<file path="config.mk">
export PLATFORM = sky130hd
export DESIGN_NAME = alu_core_flat
export DESIGN_NICKNAME = d
export VERILOG_FILES = /design/src/rtl/alu_core_pkg.sv /design/src/rtl/alu_core_if.sv /design/src/rtl/alu_core_mult.sv /design/src/rtl/alu_core.sv /design/src/flat_wrapper.sv
export SDC_FILE = /design/constraint.sdc
export NUM_CORES = 1
export LEC_CHECK = 0
export BUFFER_PORTS_ARGS = -buffer_cell sky130_fd_sc_hd__buf_2
export CORE_ASPECT_RATIO = 1.5
export CORE_MARGIN = 3
export CORE_UTILIZATION = 55
export DETAILED_ROUTE_END_ITERATION = 16
export HOLD_SLACK_MARGIN = 0.08
export PLACE_DENSITY = 0.86
export SYNTH_ARGS = -nofsm -noshare
export SYNTH_HDL_FRONTEND = slang
export SYNTH_SLANG_ARGS = --single-unit
</file>
<file path="constraint.sdc">
create_clock -name clk -period 3.46 [get_ports clk]
set_clock_uncertainty 0.1 [all_clocks]
set_input_delay 0.346 -clock clk [delete_from_list [all_inputs] [get_ports clk]]
set_output_delay 0.346 -clock clk [all_outputs]
set_load 0.03 [all_outputs]
</file>
<file path="src/rtl/alu_core_pkg.sv">
// Shared opcode and state encodings plus default datapath widths for the ALU core.
package alu_core_pkg;

    localparam int ALU_IN_OP_WIDTH_DEF      = 8;
    localparam int ALU_OUT_RESULT_WIDTH_DEF = 16;

    typedef enum logic [2:0] {
        NO_OP  = 3'b000,
        ADD_OP = 3'b001,
        AND_OP = 3'b010,
        XOR_OP = 3'b011,
        MUL_OP = 3'b100
    } alu_op_t;

    typedef enum logic [1:0] {
        IDLE = 2'd0,
        CALC = 2'd1,
        MUL  = 2'd2
    } alu_core_state_t;

endpackage

</file>
<file path="src/rtl/alu_core_if.sv">
// Request/response bundle between the alu_in agent, the ALU core and the alu_out stage.
interface alu_core_if
    import alu_core_pkg::*;
#(
    parameter int OP_W  = ALU_IN_OP_WIDTH_DEF,
    parameter int RES_W = ALU_OUT_RESULT_WIDTH_DEF
) ();
    logic [2:0]       alu_op;
    logic [OP_W-1:0]  a;
    logic [OP_W-1:0]  b;
    logic             valid;
    logic             ready;
    logic             done;
    logic [RES_W-1:0] result;

    modport master (output alu_op, a, b, valid, input ready, done, result);
    modport slave  (input alu_op, a, b, valid, output ready, done, result);
endinterface

</file>
<file path="src/rtl/alu_core_mult.sv">
// Iterative shift-add multiplier: one multiplier bit per edge, OP_W edges per product
// (fewer with ALU_CORE_MUL_EARLY_EXIT_EN); start is only honoured by the caller when idle.
module alu_core_mult
    import alu_core_pkg::*;
#(
    parameter int OP_W  = ALU_IN_OP_WIDTH_DEF,
    parameter int RES_W = ALU_OUT_RESULT_WIDTH_DEF
) (
    input  logic             clk,
    input  logic             rst,
    input  logic             start,
    input  logic [OP_W-1:0]  a,
    input  logic [OP_W-1:0]  b,
    output logic             busy,
    output logic [RES_W-1:0] product,
    output logic             product_valid
);
    localparam int CNT_W = (OP_W > 1) ? $clog2(OP_W) : 1;

    logic             busy_q, busy_d;
    logic [CNT_W-1:0] count_q, count_d;
    logic [RES_W-1:0] acc_q, acc_d;
    logic [OP_W-1:0]  a_q, a_d;
    logic [OP_W-1:0]  b_q, b_d;

    logic [RES_W-1:0] a_ext;
    logic [RES_W-1:0] acc_nxt;
    logic             last;

    assign a_ext   = {{(RES_W-OP_W){1'b0}}, a_q};
    assign acc_nxt = b_q[count_q] ? (acc_q + (a_ext << count_q)) : acc_q;

`ifdef ALU_CORE_MUL_EARLY_EXIT_EN
    logic [CNT_W:0] cnt_nxt;
    assign cnt_nxt = {1'b0, count_q} + (CNT_W+1)'(1);
    // Stop as soon as no multiplier bits remain above the one consumed this edge.
    assign last    = ((b_q >> cnt_nxt) == '0);
`else
    assign last    = (count_q == CNT_W'(OP_W-1));
`endif

    assign busy          = busy_q;
    assign product       = acc_nxt;
    assign product_valid = busy_q && last;

    always_comb begin
        busy_d  = busy_q;
        count_d = count_q;
        acc_d   = acc_q;
        a_d     = a_q;
        b_d     = b_q;
        if (start) begin
            busy_d  = 1'b1;
            count_d = '0;
            acc_d   = '0;
            a_d     = a;
            b_d     = b;
        end else if (busy_q) begin
            acc_d   = acc_nxt;
            count_d = count_q + CNT_W'(1);
            if (last) begin
                busy_d = 1'b0;
            end
        end
    end

    always_ff @(posedge clk or posedge rst) begin
        if (rst) begin
            busy_q  <= 1'b0;
            count_q <= '0;
            acc_q   <= '0;
            a_q     <= '0;
            b_q     <= '0;
        end else begin
            busy_q  <= busy_d;
            count_q <= count_d;
            acc_q   <= acc_d;
            a_q     <= a_d;
            b_q     <= b_d;
        end
    end

endmodule

</file>
<file path="src/rtl/alu_core.sv">
// Sequential ALU: ADD/AND/XOR done one cycle after acceptance, MUL via alu_core_mult.
// Single outstanding request (ready only in IDLE); ALU_CORE_MUL_EARLY_EXIT_EN shortens MUL.
module alu_core
    import alu_core_pkg::*;
#(
    parameter int ALU_IN_OP_WIDTH      = ALU_IN_OP_WIDTH_DEF,
    parameter int ALU_OUT_RESULT_WIDTH = ALU_OUT_RESULT_WIDTH_DEF
) (
    input  logic       clk,
    input  logic       rst,
    alu_core_if.slave  bus
);
    localparam logic [1:0] ST_IDLE = IDLE;
    localparam logic [1:0] ST_CALC = CALC;
    localparam logic [1:0] ST_MUL  = MUL;

    if (ALU_OUT_RESULT_WIDTH < 2*ALU_IN_OP_WIDTH) begin : g_width_err
        $error("alu_core: ALU_OUT_RESULT_WIDTH must be >= 2*ALU_IN_OP_WIDTH");
    end

    logic [1:0]                      state_q, state_d;
    logic                            done_q, done_d;
    logic [ALU_OUT_RESULT_WIDTH-1:0] result_q, result_d;
    logic [2:0]                      op_q, op_d;
    logic [ALU_IN_OP_WIDTH-1:0]      a_q, a_d;
    logic [ALU_IN_OP_WIDTH-1:0]      b_q, b_d;

    logic                            accept;
    logic                            mul_start;
    logic                            mul_busy;
    logic                            mul_vld;
    logic [ALU_OUT_RESULT_WIDTH-1:0] mul_product;
    logic [ALU_OUT_RESULT_WIDTH-1:0] calc_res;

    assign bus.ready  = (state_q == ST_IDLE) && !rst;
    assign bus.done   = done_q;
    assign bus.result = result_q;
    assign accept     = bus.valid && bus.ready;

    always_comb begin
        case (op_q)
            ADD_OP:  calc_res = ALU_OUT_RESULT_WIDTH'(a_q) + ALU_OUT_RESULT_WIDTH'(b_q);
            AND_OP:  calc_res = ALU_OUT_RESULT_WIDTH'(a_q & b_q);
            default: calc_res = ALU_OUT_RESULT_WIDTH'(a_q ^ b_q);
        endcase
    end

    always_comb begin
        state_d   = state_q;
        done_d    = 1'b0;
        result_d  = result_q;
        op_d      = op_q;
        a_d       = a_q;
        b_d       = b_q;
        mul_start = 1'b0;
        case (state_q)
            ST_IDLE: begin
                if (accept) begin
                    case (bus.alu_op)
                        ADD_OP, AND_OP, XOR_OP: begin
                            op_d    = bus.alu_op;
                            a_d     = bus.a;
                            b_d     = bus.b;
                            state_d = ST_CALC;
                        end
                        MUL_OP: begin
                            op_d      = bus.alu_op;
                            a_d       = bus.a;
                            b_d       = bus.b;
                            mul_start = 1'b1;
                            state_d   = ST_MUL;
                        end
                        default: ;
                    endcase
                end
            end
            ST_CALC: begin
                result_d = calc_res;
                done_d   = 1'b1;
                state_d  = ST_IDLE;
            end
            ST_MUL: begin
                if (mul_vld) begin
                    result_d = mul_product;
                    done_d   = 1'b1;
                    state_d  = ST_IDLE;
                end else if (!mul_busy) begin
                    state_d  = ST_IDLE;
                end
            end
            default: state_d = ST_IDLE;
        endcase
    end

    always_ff @(posedge clk or posedge rst) begin
        if (rst) begin
            state_q  <= ST_IDLE;
            done_q   <= 1'b0;
            result_q <= '0;
            op_q     <= NO_OP;
            a_q      <= '0;
            b_q      <= '0;
        end else begin
            state_q  <= state_d;
            done_q   <= done_d;
            result_q <= result_d;
            op_q     <= op_d;
            a_q      <= a_d;
            b_q      <= b_d;
        end
    end

    alu_core_mult #(
        .OP_W  (ALU_IN_OP_WIDTH),
        .RES_W (ALU_OUT_RESULT_WIDTH)
    ) u_mult (
        .clk           (clk),
        .rst           (rst),
        .start         (mul_start),
        .a             (bus.a),
        .b             (bus.b),
        .busy          (mul_busy),
        .product       (mul_product),
        .product_valid (mul_vld)
    );

endmodule

</file>
<file path="src/flat_wrapper.sv">
// flat-port wrapper written by rule: the top's interface ports become plain ports
module alu_core_flat import alu_core_pkg::*;
#(
    parameter int ALU_IN_OP_WIDTH      = ALU_IN_OP_WIDTH_DEF,
    parameter int ALU_OUT_RESULT_WIDTH = ALU_OUT_RESULT_WIDTH_DEF
)
  (clk, rst, bus_alu_op, bus_a, bus_b, bus_valid, bus_ready, bus_done, bus_result);
  alu_core_if #(.OP_W(8), .RES_W(16)) bus_i ();
  input  logic clk;
  input  logic rst;
  input wire logic [$bits(bus_i.alu_op)-1:0] bus_alu_op;
  input wire logic [$bits(bus_i.a)-1:0] bus_a;
  input wire logic [$bits(bus_i.b)-1:0] bus_b;
  input wire logic [$bits(bus_i.valid)-1:0] bus_valid;
  output wire logic [$bits(bus_i.ready)-1:0] bus_ready;
  output wire logic [$bits(bus_i.done)-1:0] bus_done;
  output wire logic [$bits(bus_i.result)-1:0] bus_result;
  assign bus_i.alu_op = bus_alu_op;
  assign bus_i.a = bus_a;
  assign bus_i.b = bus_b;
  assign bus_i.valid = bus_valid;
  assign bus_ready = bus_i.ready;
  assign bus_done = bus_i.done;
  assign bus_result = bus_i.result;
  alu_core #(.ALU_IN_OP_WIDTH(ALU_IN_OP_WIDTH), .ALU_OUT_RESULT_WIDTH(ALU_OUT_RESULT_WIDTH)) u_core (.clk(clk), .rst(rst), .bus(bus_i));
endmodule
</file>
==> run metrics <==
peak supply drop 0.653 mV; clock sink count 74; CP dominant cell by count mux2i_1; Initial Util 57.6%; remaining antenna violation count 0; min Tclk post-route 3.16 ns; routability cong. 0.957; status completed; Bufs and invs on worst path 1; vias in the first global route 4258; FF/Latch Area 1850 um^2; pin count of the biggest net entering global routing 41; Tot Pwr 5.77 mW; Post-Route Utilization 65.1%; Static Leak 2.47 nW; Reg2Reg Setup Slack 0.30 ns; # IOs 40; RSZ-0062 raised after global routing false; top post-synthesis cells by area dfrtp_1 (39%), nand2_1 (7.8%), ha_1 (7.5%); Yosys top cell area share 39.4%; worst path cell trace buf_4 > mux2i_1 > nand2_1 > o21ai_0 > mux2i_1 > ha_1 > a21oi_1 > o211ai_1 > a41o_1 > a221oi_2 > mux2i_1 > nand2_1; reg2reg start u_core.u_mult.count_q[1]$_DFFE_PP0P_; Mean Syn Cell Area 8.99 um^2; worst reg2reg path depth 12; Slew Limit Fails 0; first-pass GRT wire length 20.4 mm; Setup Viol. Count Final 0; setup_tns 0 ns; Die Ht 119 um; fmax 0.317 GHz; CTS HTree Levels 3; Max clock buf depth 2; Tightest Pin Transition 0.781 ns; IO Port Bufs 39; wire per inst 18.3 um; CP Capture Type register; Worst slew margin 47.8%; period utilization 91.3%; EDFF count, synth 0; Synth top cells by count nand2_1 (98), dfrtp_1 (74), nor2_1 (40); Worst Hold End u_core.u_mult.b_q[5]$_DFFE_PP0P_; startpoint class of the critical path register; delay-heaviest family, CP compound AO/OA/AOI/OAI gates; Final Hold Fails 0; fraction of registers with async set/reset 100%; Max-Cap Viols 0; Post-Synthesis Net Count 575; Required @ worst endpoint 3.59 ns; post-synth cell types 52; Die ar. 9720 um^2; mapped cell area 4700 um^2; vias post-DR 4155; CP max stage cell dfrtp_2; DR iter-0 viols 309; clock slew at reported path FFs 0.06 ns; DR DRC count 0; drt first pass iters 6; row count 40; CP max stage delay 0.43 ns; CTS tree yes; FF-to-FF End u_core.bus.result[14]$_DFFE_PP0P_; Crit Path Max Fanout 6; flops & latches, synth 74; Worst Hold Slack 0.113 ns; vias per cell 6.22; total wire length 12.2 mm; Core Footprint 8160 um^2; critical path class reg -> reg; count leader, synth nand2_1; die width 81.5 um; area grow syn2layout 13.0%; Mapped Cells 523; Cells on Worst Hold Path 3; Tightest Hold Check Type in -> reg; Fill cells 653; hold_sp bus_b[5]; PwrDens 1090 nW/um^2; Post-DP HPWL 9.08 mm; CP arrival 3.29 ns; multi-input gate area in the final layout 2680 um^2; fraction of layout cells with a size suffix above 1 16.9%; Synth area leader dfrtp_1; initial antenna violation count 0; total CTS buffers 9; worst skew pair latency 0.34 ns; Nets 611; clock root buffer master clkbuf_16; GR Overflow Total 0; global-route usage over all layers 27.4%; ant diodes 0; register area share after synthesis 39.4%; Post-synth top flop dfrtp_1; Ys Warns 0
-- flip-flops by register name, indices dropped and copies added (netlist names) --
signal and count:
u_core.a_q 8, u_core.b_q 8, u_core.bus.done 1, u_core.bus.result 16, u_core.op_q 3, u_core.state_q 2
u_core.u_mult.a_q 8, u_core.u_mult.acc_q 16, u_core.u_mult.b_q 8, u_core.u_mult.busy 1, u_core.u_mult.count_q 3
-- logic make-up (layout without fill, tap and decap cells) --
| family | after synthesis | count (layout) | share of synthesized area, % |
|---|---|---|---|
| AND/OR/NAND/NOR | 182 | 182 | 16.6 |
| AO/OA/AOI/OAI | 139 | 139 | 18.8 |
| flip-flops | 74 | 74 | 39.4 |
| multiplexers | 44 | 44 | 10.8 |
| buffers and inverters | 41 | 81 | 3.70 |
| adder cells (fa/ha/maj) | 30 | 30 | 8.30 |
| XOR/XNOR | 13 | 13 | 2.42 |
-- repair_timing --
action | in CTS | in global routing
buffers inserted | 0 | 0
resized for setup | 0 | 1
endpoints found under the setup margin | 0 | 2
hold endpoints to repair | 9 | 0
hold buffers | 1 | 0
-- worst max path at each step --
stage,from,endpoint,slack [ns],depth (start not counted)
2_1_floorplan,u_core.u_mult.count_q[0]$_DFFE_PP0P_,u_core.u_mult.acc_q[14]$_DFFE_PP0P_,0.06,12
3_3_place_gp,u_core.u_mult.count_q[1]$_DFFE_PP0P_,u_core.u_mult.acc_q[14]$_DFFE_PP0P_,0.43,11
3_5_place_dp,u_core.u_mult.count_q[1]$_DFFE_PP0P_,u_core.bus.result[14]$_DFFE_PP0P_,0.31,11
4_1_cts,u_core.u_mult.count_q[1]$_DFFE_PP0P_,u_core.bus.result[14]$_DFFE_PP0P_,0.29,12
5_1_grt,u_core.u_mult.count_q[1]$_DFFE_PP0P_,u_core.bus.result[14]$_DFFE_PP0P_,0.02,12
6_report,u_core.u_mult.count_q[1]$_DFFE_PP0P_,u_core.bus.result[14]$_DFFE_PP0P_,0.30,12
-- stage by stage --
stage	worst slack [ns]	cells	instance area, um^2
6_report	0.302	668	5310
5_1_grt	0.0162	668	5310
4_1_cts	0.291	668	5310
3_5_place_dp	0.312	652	4990
3_3_place_gp	0.430	652	4990
2_1_floorplan	0.0553	523	4700
-- routing by layer --
metal,track usage (%),routed length [um]
met5,0,0
met1,31.3,4550
met2,45.9,6300
met4,15.3,632
met3,6.13,718
-- power by group --
group	internal, mW	leakage, nW	switching (mW)
clock network	0.626	0.145	0.372
registers	1.21	0.917	0.338
logic	1.30	1.41	1.92
total	3.13	2.47	2.63
-- cell type report --
type / count / share of cell area [%]
multi-input combinational: 408 / 50.5
sequential: 74 / 34.9
timing repair buffer: 49 / 5.13
clock buffer: 10 / 4.31
tap: 105 / 2.47
clock inverter: 5 / 1.51
inverter: 17 / 1.20
-- cells in the final DEF, fill, tap and decap left out, types with 3 or more instances in the layout --
| cell | synthesis | final |
|---|---|---|
| buf_4 | 0 | 9 |
| nand2b_1 | 4 | 4 |
| nor2b_1 | 3 | 3 |
| nand2_1 | 98 | 98 |
| a211o_1 | 3 | 3 |
| mux2i_1 | 19 | 19 |
| clkbuf_16 | 0 | 9 |
| a31oi_1 | 8 | 8 |
| and3_1 | 3 | 3 |
| o22ai_1 | 8 | 8 |
| ha_1 | 28 | 28 |
| nor2_1 | 40 | 39 |
| o211ai_1 | 7 | 7 |
| nor3_1 | 10 | 10 |
| a22oi_1 | 3 | 3 |
| nand3_1 | 8 | 8 |
| a21oi_1 | 32 | 31 |
| a21o_1 | 7 | 7 |
| mux2_2 | 21 | 21 |
| a211oi_1 | 14 | 14 |
| o21a_1 | 3 | 3 |
| xnor2_1 | 9 | 9 |
| a22o_1 | 3 | 3 |
| dfrtp_1 | 74 | 73 |
| buf_2 | 4 | 39 |
| and2_1 | 5 | 5 |
| o21ai_0 | 36 | 36 |
| inv_1 | 17 | 16 |
| xor2_1 | 4 | 4 |
-- worst reg2reg max path, delay by kind of cell, from the launching register on --
kind                     cells  cell delay [ns]
AO/OA/AOI/OAI                5             1.26
adder cells (fa/ha/maj)      1             0.36
buffers and inverters        1             0.18
flip-flops                   1             0.43
multiplexers                 3             0.60
AND/OR/NAND/NOR              2             0.13
Note: power is estimated with default switching activity, not from simulation.
